<file path="src/rtl/if_pkg.sv">
// Shared fetch-stage constants, FSM encoding and prefetch buffer entry type.
package if_pkg;

    localparam int unsigned ADDR_W  = 32;
    localparam int unsigned INSTR_W = 32;

    localparam logic [ADDR_W-1:0] RESET_PC = ADDR_W'(32'h0000_0000);
    localparam logic [ADDR_W-1:0] PC_STEP  = ADDR_W'(4);

    typedef enum logic [1:0] {
        IDLE  = 2'd0,
        FETCH = 2'd1,
        DROP  = 2'd2
    } fetch_state_e;

    typedef struct packed {
        logic [ADDR_W-1:0]  pc;
        logic [INSTR_W-1:0] instr;
    } buf_entry_t;

endpackage

</file>
<file path="src/rtl/if_prefetch_buf.sv">
// Small FIFO of fetched words with synchronous flush and same-cycle push/pop.
module if_prefetch_buf
    import if_pkg::*;
#(
    parameter int unsigned DEPTH = 2
) (
    input  logic                   clk,
    input  logic                   rst,
    input  logic                   flush,
    input  logic                   push,
    input  buf_entry_t             push_data,
    input  logic                   pop,
    output buf_entry_t             head,
    output logic [$clog2(DEPTH):0] count,
    output logic                   full,
    output logic                   empty
);

    localparam int unsigned PTR_W = $clog2(DEPTH);
    localparam int unsigned CNT_W = $clog2(DEPTH) + 1;

    buf_entry_t       mem [DEPTH];
    logic [PTR_W-1:0] rd_ptr;
    logic [PTR_W-1:0] wr_ptr;
    logic             do_push;
    logic             do_pop;

    // A pop frees the slot the same-cycle push uses, so push is legal when full.
    assign empty   = (count == '0);
    assign full    = (count == CNT_W'(DEPTH));
    assign do_pop  = pop & ~empty;
    assign do_push = push & (~full | do_pop);
    assign head    = mem[rd_ptr];

    // Pointer and occupancy update; flush wins over push and pop.
    always_ff @(posedge clk) begin
        if (!rst) begin
            rd_ptr <= '0;
            wr_ptr <= '0;
            count  <= '0;
        end else if (flush) begin
            rd_ptr <= '0;
            wr_ptr <= '0;
            count  <= '0;
        end else begin
            if (do_push) wr_ptr <= wr_ptr + PTR_W'(1);
            if (do_pop)  rd_ptr <= rd_ptr + PTR_W'(1);
            case ({do_push, do_pop})
                2'b10:   count <= count + CNT_W'(1);
                2'b01:   count <= count - CNT_W'(1);
                default: count <= count;
            endcase
        end
    end

    // Entry storage; contents are don't-care until written.
    always_ff @(posedge clk) begin
        if (do_push && !flush) mem[wr_ptr] <= push_data;
    end

endmodule

</file>
<file path="src/rtl/if_fetch_ctrl.sv">
// Fetch sequencer: owns the PC, issues one imem request at a time, buffers words
// for decode and discards the in-flight word after a branch redirect.
module if_fetch_ctrl
    import if_pkg::*;
#(
    parameter int unsigned BUF_DEPTH = 2
) (
    input  logic               clk,
    input  logic               rst,
    output logic               imem_req,
    output logic [ADDR_W-1:0]  imem_addr,
    input  logic               imem_ready,
    input  logic [INSTR_W-1:0] imem_rdata,
    input  logic               branch_taken,
    input  logic [ADDR_W-1:0]  branch_addr,
    input  logic               if_ready,
    output logic               if_valid,
    output logic [INSTR_W-1:0] if_instr,
    output logic [ADDR_W-1:0]  if_pc
);

    localparam int unsigned CNT_W = $clog2(BUF_DEPTH) + 1;

    fetch_state_e      state_q;
    fetch_state_e      state_d;
    logic [ADDR_W-1:0] pc_q;
    logic [ADDR_W-1:0] pc_d;
    logic [ADDR_W-1:0] stale_q;
    logic [ADDR_W-1:0] stale_d;

    logic              buf_push;
    logic              buf_pop;
    logic              buf_flush;
    logic              buf_full;
    logic              buf_empty;
    logic [CNT_W-1:0]  buf_count;
    buf_entry_t        push_entry;
    buf_entry_t        head_entry;

    assign push_entry = '{pc: pc_q, instr: imem_rdata};

    if_prefetch_buf #(
        .DEPTH (BUF_DEPTH)
    ) u_buf (
        .clk       (clk),
        .rst       (rst),
        .flush     (buf_flush),
        .push      (buf_push),
        .push_data (push_entry),
        .pop       (buf_pop),
        .head      (head_entry),
        .count     (buf_count),
        .full      (buf_full),
        .empty     (buf_empty)
    );

    // Head of buffer drives decode; fields read zero while empty.
    assign if_valid = (buf_count != '0);
    assign if_instr = buf_empty ? '0 : head_entry.instr;
    assign if_pc    = buf_empty ? '0 : head_entry.pc + PC_STEP;
    assign buf_pop  = if_valid & if_ready & ~branch_taken;

    // State, PC and stale-address registers.
    always_ff @(posedge clk) begin
        if (!rst) begin
            state_q <= IDLE;
            pc_q    <= RESET_PC;
            stale_q <= RESET_PC;
        end else begin
            state_q <= state_d;
            pc_q    <= pc_d;
            stale_q <= stale_d;
        end
    end

    // Next-state, request and buffer control; branch overrides push/pop and PC.
    always_comb begin
        state_d   = state_q;
        pc_d      = pc_q;
        stale_d   = stale_q;
        imem_req  = 1'b0;
        imem_addr = pc_q;
        buf_push  = 1'b0;
        buf_flush = branch_taken;
        case (state_q)
            IDLE: begin
                state_d = FETCH;
            end
            FETCH: begin
                imem_req = ~buf_full;
                if (branch_taken) begin
                    // Outstanding request must stay on the bus until accepted.
                    if (!buf_full && !imem_ready) begin
                        stale_d = pc_q;
                        state_d = DROP;
                    end
                end else if (!buf_full && imem_ready) begin
                    buf_push = 1'b1;
                    pc_d     = pc_q + PC_STEP;
                end
            end
            DROP: begin
                imem_req  = 1'b1;
                imem_addr = stale_q;
                if (imem_ready) state_d = FETCH;
            end
            default: begin
                state_d = IDLE;
            end
        endcase
        if (branch_taken) pc_d = branch_addr;
    end

endmodule
</file>
<file path="config.mk">
export PLATFORM = sky130hd
export DESIGN_NAME = if_fetch_ctrl
export DESIGN_NICKNAME = d
export VERILOG_FILES = /design/src/rtl/if_pkg.sv /design/src/rtl/if_prefetch_buf.sv /design/src/rtl/if_fetch_ctrl.sv
export SDC_FILE = /design/constraint.sdc
export NUM_CORES = 1
export LEC_CHECK = 0
export ABC_AREA = 0
export BUFFER_PORTS_ARGS = -buffer_cell sky130_fd_sc_hd__buf_2
export CORE_MARGIN = 1
export CORE_UTILIZATION = 45
export DETAILED_ROUTE_END_ITERATION = 16
export PLACE_DENSITY_LB_ADDON = 0.1
export SLEW_MARGIN = 10
export SYNTH_ARGS = -nofsm -noshare
export SYNTH_HDL_FRONTEND = slang
export SYNTH_SLANG_ARGS = --single-unit
export TNS_END_PERCENT = 50
</file>
<file path="constraint.sdc">
create_clock -name clk -period 13.4 [get_ports clk]
set_input_delay 1.34 -clock clk [delete_from_list [all_inputs] [get_ports clk]]
set_output_delay 1.34 -clock clk [all_outputs]
set_load 0.02 [all_outputs]
</file>
# After elaboration in Yosys (flattened, before gate mapping)
# Memory sizes are Yosys's and may differ from the RTL's. A register that Yosys moved wholly into a read port is not among the register bits.
# Cells that the tools add are included.
# totals
ff_bits	70
mem_bits_rw	128
inputBits	69
elab_cells	65
memories	1
# classes
n_addsub	6
eq_ne	8
muxes	19
bitwise_logic	9
n_reduce_logical	16
# memory_table
memory	words	word_bits	read_ports	rd_clocked_by_memory_dff	write_ports	line_no	source
u_buf.mem	2	64	1	1	1	if_prefetch_buf.sv:22	buf_entry_t mem [DEPTH];
# ops
cell	count
two-way mux 32 bit	6
adder 32 x 3 -> 32 bit, second input constant	2
nonzero test 2 bit	4
two-way mux 1 bit	7
== test 2 bit, second input constant	3
two-way mux 2 bit	3
!= test 2 bit, second input constant	3
one-hot mux 2 bit (3 select lines)	1
AND reduction 3 bit	2
bitwise AND 1 bit	4
== test 2 x 1 -> 1 bit, second input constant	2
zero test 2 bit	2
inverter 1 bit	4
one-hot mux 2 bit (2 select lines)	1
logical AND 1 bit	3
zero test 1 bit	3
adder 1 bit, second input constant	2
adder 2 x 1 -> 2 bit, second input constant	1
one-hot mux 1 bit (2 select lines)	1
AND reduction 2 bit	1
OR reduction 2 bit	1
subtractor 2 x 1 -> 2 bit, second input constant	1
OR 1 bit	1

# Depth between registers and ports, before layout
# Gate-level depths: netlist (run 1).
# logic_depth
depth_word	10
mapped_depth	11

# Hierarchy
# From an unflattened synthesis (run 1), not the netlist that was laid out.
# unflattened
hier_cells	788
area_unflattened_um2	9171.3
# by_module_without_submodules
module	n_inst	cells_each	area_each_um2
if_prefetch_buf	1	230	4894.7
if_fetch_ctrl	1	558	4276.6

# Worst setup path before layout (run 1)
# Ideal clock, no wire load.
# synth_timing
path_kind	input port to flip-flop
startpoint	input port imem_ready
endpoint	memory u_buf.mem[0][0] in the netlist's numbering, enable pin
setup_time_ns	0.486
arrival_ns	4.784
t_required_ns	12.914
slack_ns	8.129
cell_stages	6
path_buffers	2
cell_sequence	and2_1 buf_2 and2_1 clkbuf_1 nand2_1 nor2_1
# synth_between
elab_chain_cells	8
# synth_lines
item	line_no	source
start, declared	if_fetch_ctrl.sv:12	input logic imem_ready,
logical AND 1 bit	if_fetch_ctrl.sv:97	end else if (!buf_full && imem_ready) begin
two-way mux 1 bit	if_fetch_ctrl.sv:97	
two-way mux 1 bit	if_fetch_ctrl.sv:91	if (branch_taken) begin
two-way mux 1 bit	if_fetch_ctrl.sv:85	case (state_q)
bitwise AND 1 bit	if_prefetch_buf.sv:32	assign do_push = push & (~full | do_pop);
logical AND 1 bit	if_prefetch_buf.sv:58	if (do_push && !flush) mem[wr_ptr] <= push_data;
two-way mux 1 bit	if_prefetch_buf.sv:58	
two-way mux 1 bit (implied by the code)	if_prefetch_buf.sv:58	
end, declared	if_prefetch_buf.sv:22	
# Every way passes these cells.

==> results of run 1 <==
## worst min path at each step
stage / from / cells past startpoint / slack [ns] / endpoint
2_1_floorplan: stale_q[23] / 2 / 0.44 / stale_q[23]
3_3_place_gp: stale_q[11] / 2 / 0.45 / stale_q[11]
3_5_place_dp: stale_q[10] / 2 / 0.46 / stale_q[10]
4_1_cts: stale_q[10] / 2 / 0.47 / stale_q[10]
5_1_grt: stale_q[2] / 2 / 0.49 / stale_q[2]
6_report: stale_q[10] / 2 / 0.46 / stale_q[10]
## sequential cells by signal (all words and copies together) (netlist names), named ones only
| register | cells |
|---|---|
| stale_q | 32 |
| u_buf.wr_ptr | 1 |
| u_buf.count | 2 |
| u_buf.mem | 128 |
| state_q | 2 |
| u_buf.rd_ptr | 1 |
| pc_q | 32 |
## layout by cell type, fill, tap and decap left out, drive strengths merged, types with 3 or more instances in the layout
cell type,count
nor3,15
or3,7
nand4,22
a22oi,3
buf,177
nand2b,7
edfxtp,128
dfxtp,71
xor2,13
nor4,12
nand4b,6
clkinv,3
mux2i,55
o211a,3
xnor2,31
mux2,36
and2,15
nand2,107
nand3b,5
nor2,64
nand3,23
and4,4
a21oi,29
or4,4
a21boi,34
ha,7
nor2b,7
o21ai,36
o311a,4
and3,8
inv,19
clkbuf,17
## critical path, cell delays in order, from the launching register on
cell	delay, ns
dfxtp_4	0.54
buf_4	0.81
nand4_2	0.29
a22oi_4	0.33
nand4_1	0.28
or4_1	0.58
a21oi_1	0.14
buf_2	0.18
## power by group
| part | switching, mW | internal (mW) | total, mW |
|---|---|---|---|
| logic | 0.0645 | 0.0432 | 0.108 |
| registers | 0.0197 | 0.672 | 0.692 |
| clock network | 0.229 | 0.279 | 0.509 |
| total | 0.314 | 0.995 | 1.31 |
## routing by layer
layer | wire, um | GRT usage, %
met5 | 0 | 0
met1 | 10100 | 27.5
met3 | 1170 | 4.78
met4 | 255 | 5.31
met2 | 9420 | 31.2
## through the flow
| stage | power (mW) | hold slack, ns | worst slack [ns] | utilization, % |
|---|---|---|---|---|
| after global placement | 0.814 | 0.450 | 8.88 | 51.4 |
| after global routing | 1.36 | 0.490 | 8.09 | 54.3 |
| final | 1.31 | 0.464 | 8.39 | 54.3 |
| after floorplan | 0.771 | 0.440 | 8.13 | - |
| after CTS | 1.32 | 0.466 | 8.35 | 54.3 |
| after detailed placement | 0.814 | 0.457 | 8.81 | 51.4 |
## logic make-up (layout without fill, tap and decap cells)
group / count (synthesis) / after routing / share of synthesized area, %
AO/OA/AOI/OAI: 127 / 127 / 8.99
adder cells (fa/ha/maj): 7 / 7 / 0.935
buffers and inverters: 59 / 220 / 2.76
XOR/XNOR: 44 / 44 / 4.11
AND/OR/NAND/NOR: 309 / 309 / 16.8
flip-flops: 199 / 199 / 56.2
multiplexers: 91 / 91 / 10.2
## area by class of cell
cell class | count | share of cell area (%)
Clock buffer | 17 | 3.86
Clock inverter | 15 | 1.49
Sequential cell | 199 | 47.8
Timing Repair Buffer | 177 | 8.29
Multi-Input combinational cell | 578 | 35.1
Tap cell | 270 | 3.07
Inverter | 11 | 0.375
==> flow_summary.yaml, run 1 <==
yosys:
  yosys-top-cells-area: "edfxtp_1 41%, dfxtp_1 15%, mux2i_1 5.9%"
  yosys.area.top_type_share_pct: 41.0
  syn-mean-instance-area_um2: 11.2
  yosysTopAreaCell: "edfxtp_1"
  synth_edf_count: 128
  ys.flop_type: "edfxtp_1"
  yosysSeqAreaShare_pct: 56.2
  ys_types: 58
  async_flop_share_pct: 0
  syn_nets: 912
  synth_common_cells: "128 x edfxtp_1, 107 x nand2_1, 71 x dfxtp_1"
  ys_ff_latch: 199
  syn-cell-area_mm2: 0.00937
  syn_inst: 836
  yosysWarnings: 0
  synth_most_common_cell: "edfxtp_1"
clock_tree:
  clkLatencyLatePin_ns: 0.43
  ctsRootBufferMaster: "clkbuf_16"
  clkTransAtPathRegs_ns: 0.07
  cts_resized: 0
  cts_buffer_depth: 2
  cts_inserted_buffers: 17
  cts_tree: "done"
  postCtsSetupBuffers: 0
  hold_buffers: 0
  cts_num_sinks: 199
  htree_levels: 4
setup_path:
  path_max_fanout: 71
  cp_data_arrival_time_ns: 3.67
  path_class: "reg -> out"
  worstRegToRegCells: 7
  critical_path_required_ns: 12.06
  r2r_end: "u_buf.mem[0][11]"
  crit_end: "if_pc[31]"
  cp-start-kind: "register"
  critPathCaptureType: "output port"
  rrSetupSlack_ns: 10.57
  r2r_start: "state_q[1]"
global_routing:
  overflow: 0
  grtUsageTotal_pct: 19.9
  grt_pass1_wl_um: 32900
  antenna_found_initial: 0
  first_global_vias: 6277
  grt_max_degree: 72
cells_and_area:
  multi_input_area_mm2: 0.00386
  regArea_mm2: 0.00527
  layout-area-overhead-vs-synth_pct: 17.6
  diodes: 0
  drive_gt1_share_pct: 26.2
  fillers: 1817
  stdcell_count: 1267
  final_nets: 1060
  fin_area_mm2: 0.0110
floorplanning:
  num_rows: 52
  die_h_um: 146
  core_mm2: 0.0203
  start_util_pct: 46.1
  die_width_um: 146
  dieArea_mm2: 0.0214
  ios: 167
timing:
  rsz0062_at_grt: "false"
  fin_crit_ns: 5.01
  fin_crit_sh_pct: 37.4
  setup_tns_ns: 0
  timing.final.hold_violations: 0
  slew-limit-headroom_pct: 31.7
  worst_slew_pin_slew_ns: 1.03
  fmax_mhz: 199
  finClkSkew_ns: 0.00909
  setup_viol: 0
  slew_viol_final: 0
run_status:
  status: "finished, final reports clean"
power:
  p_leak_nw: 4.01
  powerDensity_mw_per_mm2: 119
  ir_worst_vdd_uv: 94.4
detailed_routing:
  viasPerCell: 5.23
  vias: 6625
  routedWlPerCell_um: 16.6
  dr.first_iter.drc_count: 360
  drt_drc_violations_left: 0
  dr.pass1.iters: 4
  finalWirelength_um: 21000
  ant_nets: 0
min_path:
  min_path_type: "reg -> reg"
placement:
  placed_area_mm2: 0.0104
  place_congestion: 0.782
  dp_hpwl_um: 14200
  dp_cells: 1235
  port_buffers: 166
job:
  drv_cap: 0
No activity file was read; power rests on OpenSTA's default activity.
==> run 2: changes to the inputs <==
clock period = 4.35 ns   (was 13.4 ns; I/O delays follow)
==> run 2 against run 1 <==
Compared with the run above:
- non-clock buffer count increased by 3
- count of clock-buffer cells in the layout unchanged
- clock power increased to 3.1 times the previous value
- setup slack got worse by 7.7 ns
- cell area increased by 0.34%
- critical path type unchanged
- die area unchanged
- routed wire length decreased by 0.37%
- hold slack got worse by 0.27 ns
- clock skew increased by 0.0048 ns
==> flow_summary.yaml, run 2 (synthesized netlist as in run 1, its figures left out) <==
run_status:
  status: "finished, final reports clean"
timing:
  fin_crit_sh_pct: 84.9
  worst_slew_pin_slew_ns: 1.03
  timing.final.hold_violations: 0
  finClkSkew_ns: 0.0139
  setup_tns_ns: 0
  slew_viol_final: 0
  setup_viol: 0
  slew-limit-headroom_pct: 31.5
  rsz0062_at_grt: "false"
  fin_crit_ns: 3.69
  fin_ws_ns: 0.657
  fmax_mhz: 271
power:
  ir_worst_vdd_uv: 281
  p_comb_share_pct: 8.2
  p_leak_nw: 4.03
  swShare_pct: 24.0
  powerDensity_mw_per_mm2: 365
  switching_power_mw: 0.967
  power_frac_seq_pct: 52.9
  clockPowerShare_pct: 38.9
  intPower_mw: 3.07
  power.total_mw: 4.03
setup_path:
  critical_path_required_ns: 3.91
  cp-start-kind: "register"
  path_max_fanout: 59
  path_class: "reg -> out"
  cp_data_arrival_time_ns: 3.26
  critPathCaptureType: "output port"
floorplanning:
  die_width_um: 146
  core_mm2: 0.0203
  ios: 167
  die_h_um: 146
  start_util_pct: 46.1
  num_rows: 52
  dieArea_mm2: 0.0214
detailed_routing:
  dr.first_iter.drc_count: 397
  vias: 6751
  drt_drc_violations_left: 0
  routedWlPerCell_um: 16.5
  ant_nets: 0
  viasPerCell: 5.32
  finalWirelength_um: 20900
  dr.pass1.iters: 6
cells_and_area:
  fillers: 1804
  drive_gt1_share_pct: 26.6
  top_regs: "u_buf.mem: 128 flops, pc_q: 32 flops, stale_q: 32 flops"
  fin_area_mm2: 0.0111
  final_nets: 1063
  largest_reg_flops: 128
  layout-area-overhead-vs-synth_pct: 18.0
  final_util_pct: 54.5
  multi_input_area_mm2: 0.00386
  most-common-layout-cells: "166 x buf_2, 128 x edfxtp_1, 107 x nand2_1, 70 x dfxtp_1, 61 x nor2_1"
  regArea_mm2: 0.00527
  largest-register: "u_buf.mem"
  layout_commonest_cell: "buf_2"
  diodes: 0
placement:
  port_buffers: 166
  placed_area_mm2: 0.0105
  place_congestion: 0.795
  dp_slack_ns: 1.10
  dp_hpwl_um: 14500
clock_tree:
  hold_buffers: 0
  cts_resized: 0
  clkLatencyLatePin_ns: 0.43
  cts_tree: "done"
  cts_num_sinks: 199
  cts_buffer_depth: 2
  ctsRootBufferMaster: "clkbuf_16"
  clkTransAtPathRegs_ns: 0.07
  cts_inserted_buffers: 17
  postCtsSetupBuffers: 0
  htree_levels: 4
global_routing:
  overflow: 0
  grtUsageTotal_pct: 20.0
  first_global_vias: 6458
  grt_pass1_wl_um: 33400
  antenna_found_initial: 1
  grt_max_degree: 68
job:
  drv_cap: 0
min_path:
  min_path_type: "in -> reg"
## run 2: cell types whose count changed in the layout (fill, tap and decap cells not counted), sizes merged
cell,before,now
inv,19,17
clkinv,3,4
clkinvlp,2,3
buf,177,180
## run 2: worst max-delay path: stages, from the launching register on
cell	delay [ns]
dfxtp_4	0.81
mux2_2	0.30
ha_1	0.25
nand4_1	0.16
a21oi_2	0.17
buf_4	0.18
nand3_2	0.17
or4_1	0.55
nand2_1	0.08
buf_2	0.16
## run 2: power groups by stage
stage / registers, mW / logic [mW] / clock network [mW]
floorplan: 2.15 / 0.225 / 0
global placement: 2.17 / 0.333 / 0
detailed placement: 2.17 / 0.334 / 0
CTS: 2.13 / 0.336 / 1.60
global route: 2.14 / 0.370 / 1.68
finish: 2.13 / 0.332 / 1.57
## run 2: final timing paths
check / slack, ns / to / cells after the start / startpoint
worst max register to register: 1.38 / u_buf.mem[0][27] / 7 / state_q[1]
worst min register to register: 0.46 / stale_q[11] / 2 / stale_q[11]
worst max-delay path: 0.66 / if_pc[26] / 9 / register
worst min-delay path: 0.19 / u_buf.mem[0][21] / 1 / imem_rdata[21]
## run 2: cell type report
cell class | count | area share (%)
Clock inverter | 15 | 1.51
Multi-Input combinational cell | 578 | 35.0
Tap cell | 270 | 3.06
Clock buffer | 17 | 3.85
Timing Repair Buffer | 180 | 8.58
Inverter | 11 | 0.374
Sequential cell | 199 | 47.7
## run 2: stage by stage
step / instances / hold slack [ns]
2_1_floorplan: 836 / 0.440
3_5_place_dp: 1238 / 0.457
4_1_cts: 1270 / 0.181
6_report: 1270 / 0.194
5_1_grt: 1270 / 0.180
3_3_place_gp: 1238 / 0.451
## run 2: per-layer routing
layer / vias up / wire length [um] / GRT usage [%]
met4: 0 / 193 / 4.64
met3: 16 / 1120 / 3.97
met1: 3180 / 10000 / 27.6
met5: - / 0 / 0
met2: 205 / 9550 / 32.4
li1: 3350 / - / -
==> run 3: changes to the inputs <==
clock period = 3.5 ns   (was 4.35 ns; I/O delays follow)
==> run 3 against run 2 <==
Compared with the run above:
- sequential share of layout area decreased by 0.12 points
- clock skew about the same
- die area unchanged
- final cell count increased by 0.31%
- hold slack got worse by 0.085 ns
- via count decreased by 0.65%
- clock power increased by 18%
- core utilization increased by 0.14 points
- count of clock-buffer cells in the layout increased by 1
- first-iteration DRC count increased by 4.5%
- critical path depth decreased by 1
==> flow_summary.yaml, run 3 (synthesized netlist as in run 1, its figures left out) <==
clock_tree:
  htree_levels: 4
  cts_inserted_buffers: 17
  clkLatencyLatePin_ns: 0.43
  cts_num_sinks: 199
  hold_buffers: 0
  clkTransAtPathRegs_ns: 0.07
  ctsRootBufferMaster: "clkbuf_16"
  cts_buffer_depth: 2
  cts_tree: "done"
setup_path:
  cp-start-kind: "register"
  critPathCaptureType: "output port"
  path_max_fanout: 18
  cp_data_arrival_time_ns: 2.87
  path_class: "reg -> out"
  critical_path_required_ns: 3.15
  worstRegToRegCells: 7
  rrSetupSlack_ns: 1.12
global_routing:
  grtUsageTotal_pct: 20.1
  first_global_vias: 6320
  antenna_found_initial: 0
  grt_max_degree: 68
  overflow: 0
  grt_pass1_wl_um: 33500
cells_and_area:
  most-common-layout-cells: "166 x buf_2, 128 x edfxtp_1, 107 x nand2_1, 70 x dfxtp_1, 61 x nor2_1"
  diodes: 0
  layout_commonest_cell: "buf_2"
  largest-register: "u_buf.mem"
  final_util_pct: 54.6
  stdcell_count: 1274
  largest_reg_flops: 128
  drive_gt1_share_pct: 26.8
  final_nets: 1067
  layout-area-overhead-vs-synth_pct: 18.3
  top_regs: "u_buf.mem: 128 flops, pc_q: 32 flops, stale_q: 32 flops"
min_path:
  min_path_cells: 1
  min_path_type: "in -> reg"
detailed_routing:
  vias: 6707
  dr.pass1.iters: 4
  drt_drc_violations_left: 0
  finalWirelength_um: 21600
  dr.first_iter.drc_count: 415
  ant_nets: 0
  viasPerCell: 5.26
  routedWlPerCell_um: 17.0
power:
  powerDensity_mw_per_mm2: 444
  ir_worst_vdd_uv: 357
  p_leak_nw: 4.05
floorplanning:
  die_h_um: 146
  dieArea_mm2: 0.0214
  num_rows: 52
  ios: 167
  start_util_pct: 46.1
  core_mm2: 0.0203
  die_width_um: 146
timing:
  fin_crit_ns: 3.22
  rsz0062_at_grt: "false"
  setup_viol: 0
  finClkSkew_ns: 0.0138
  fin_crit_sh_pct: 92.1
  worst_slew_pin_slew_ns: 1.06
  fmax_mhz: 310
  slew_viol_final: 0
  timing.final.hold_violations: 0
  setup_tns_ns: 0
  slew-limit-headroom_pct: 29.1
placement:
  port_buffers: 166
  place_congestion: 0.786
  dp_hpwl_um: 14700
  dp_cells: 1241
job:
  drv_cap: 0
run_status:
  status: "finished, final reports clean"
run 3: cell count changes in the layout (fill, tap and decap cells not counted), sizes merged:
cell	delta
bufinv	-2
clkinv	+2
clkbuf	+1
inv	+1
buf	+4
clkinvlp	-2
run 3: repair_timing:
item / 4_1_cts / 5_1_grt
endpoints found under the setup margin: 0 / 2
setup buffers: 0 / 1
endpoints found under the hold margin: 0 / 0
gates resized for setup: 0 / 0
run 3: final timing paths:
check                       from                to
setup reg to reg      state_q[1]          pc_q[25]
setup / recovery        register         if_pc[31]
hold reg to reg       stale_q[6]        stale_q[6]
hold / removal    imem_rdata[23]  u_buf.mem[1][23]
run 3: layout make-up:
| class | count | area [um2] |
|---|---|---|
| sequential | 199 | 5270 |
| multi-input combinational | 578 | 3860 |
| tap | 270 | 338 |
| clock inverter | 14 | 133 |
| clock buffer | 18 | 429 |
| fill | 1796 | 9220 |
| inverter | 11 | 41.3 |
| timing repair buffer | 184 | 1010 |
run 3: power breakdown:
group | switching (mW) | internal [mW] | total (mW)
registers | 0.0781 | 2.57 | 2.65
logic | 0.249 | 0.171 | 0.420
clock network | 0.907 | 0.943 | 1.85
run 3: worst max-delay path: stages, from the launching register on:
cell and delay, ns:
dfxtp_4 0.42, buf_4 0.23, nand3b_1 0.22, a222oi_1 0.36, buf_4 0.24, nand3_4 0.13
or4_1 0.51, a21oi_1 0.15, buf_2 0.18
run 3: through the flow:
stage	power (mW)	setup WS, ns	instance area, um2	hold WS [ns]
3_5_place_dp	3.12	0.588	10500	0.457
2_1_floorplan	2.95	0.0282	9370	0.440
6_report	4.92	0.277	11100	0.109
3_3_place_gp	3.12	0.597	10500	0.451
5_1_grt	5.10	0.0947	11100	0.0819
4_1_cts	4.96	0.130	11100	0.0935
run 3: per-layer routing:
| layer | wire [um] | track usage (%) |
|---|---|---|
| met4 | 179 | 4.84 |
| met1 | 10400 | 28.0 |
| met5 | 0 | 0 |
| met2 | 9940 | 32.4 |
| met3 | 1050 | 3.72 |
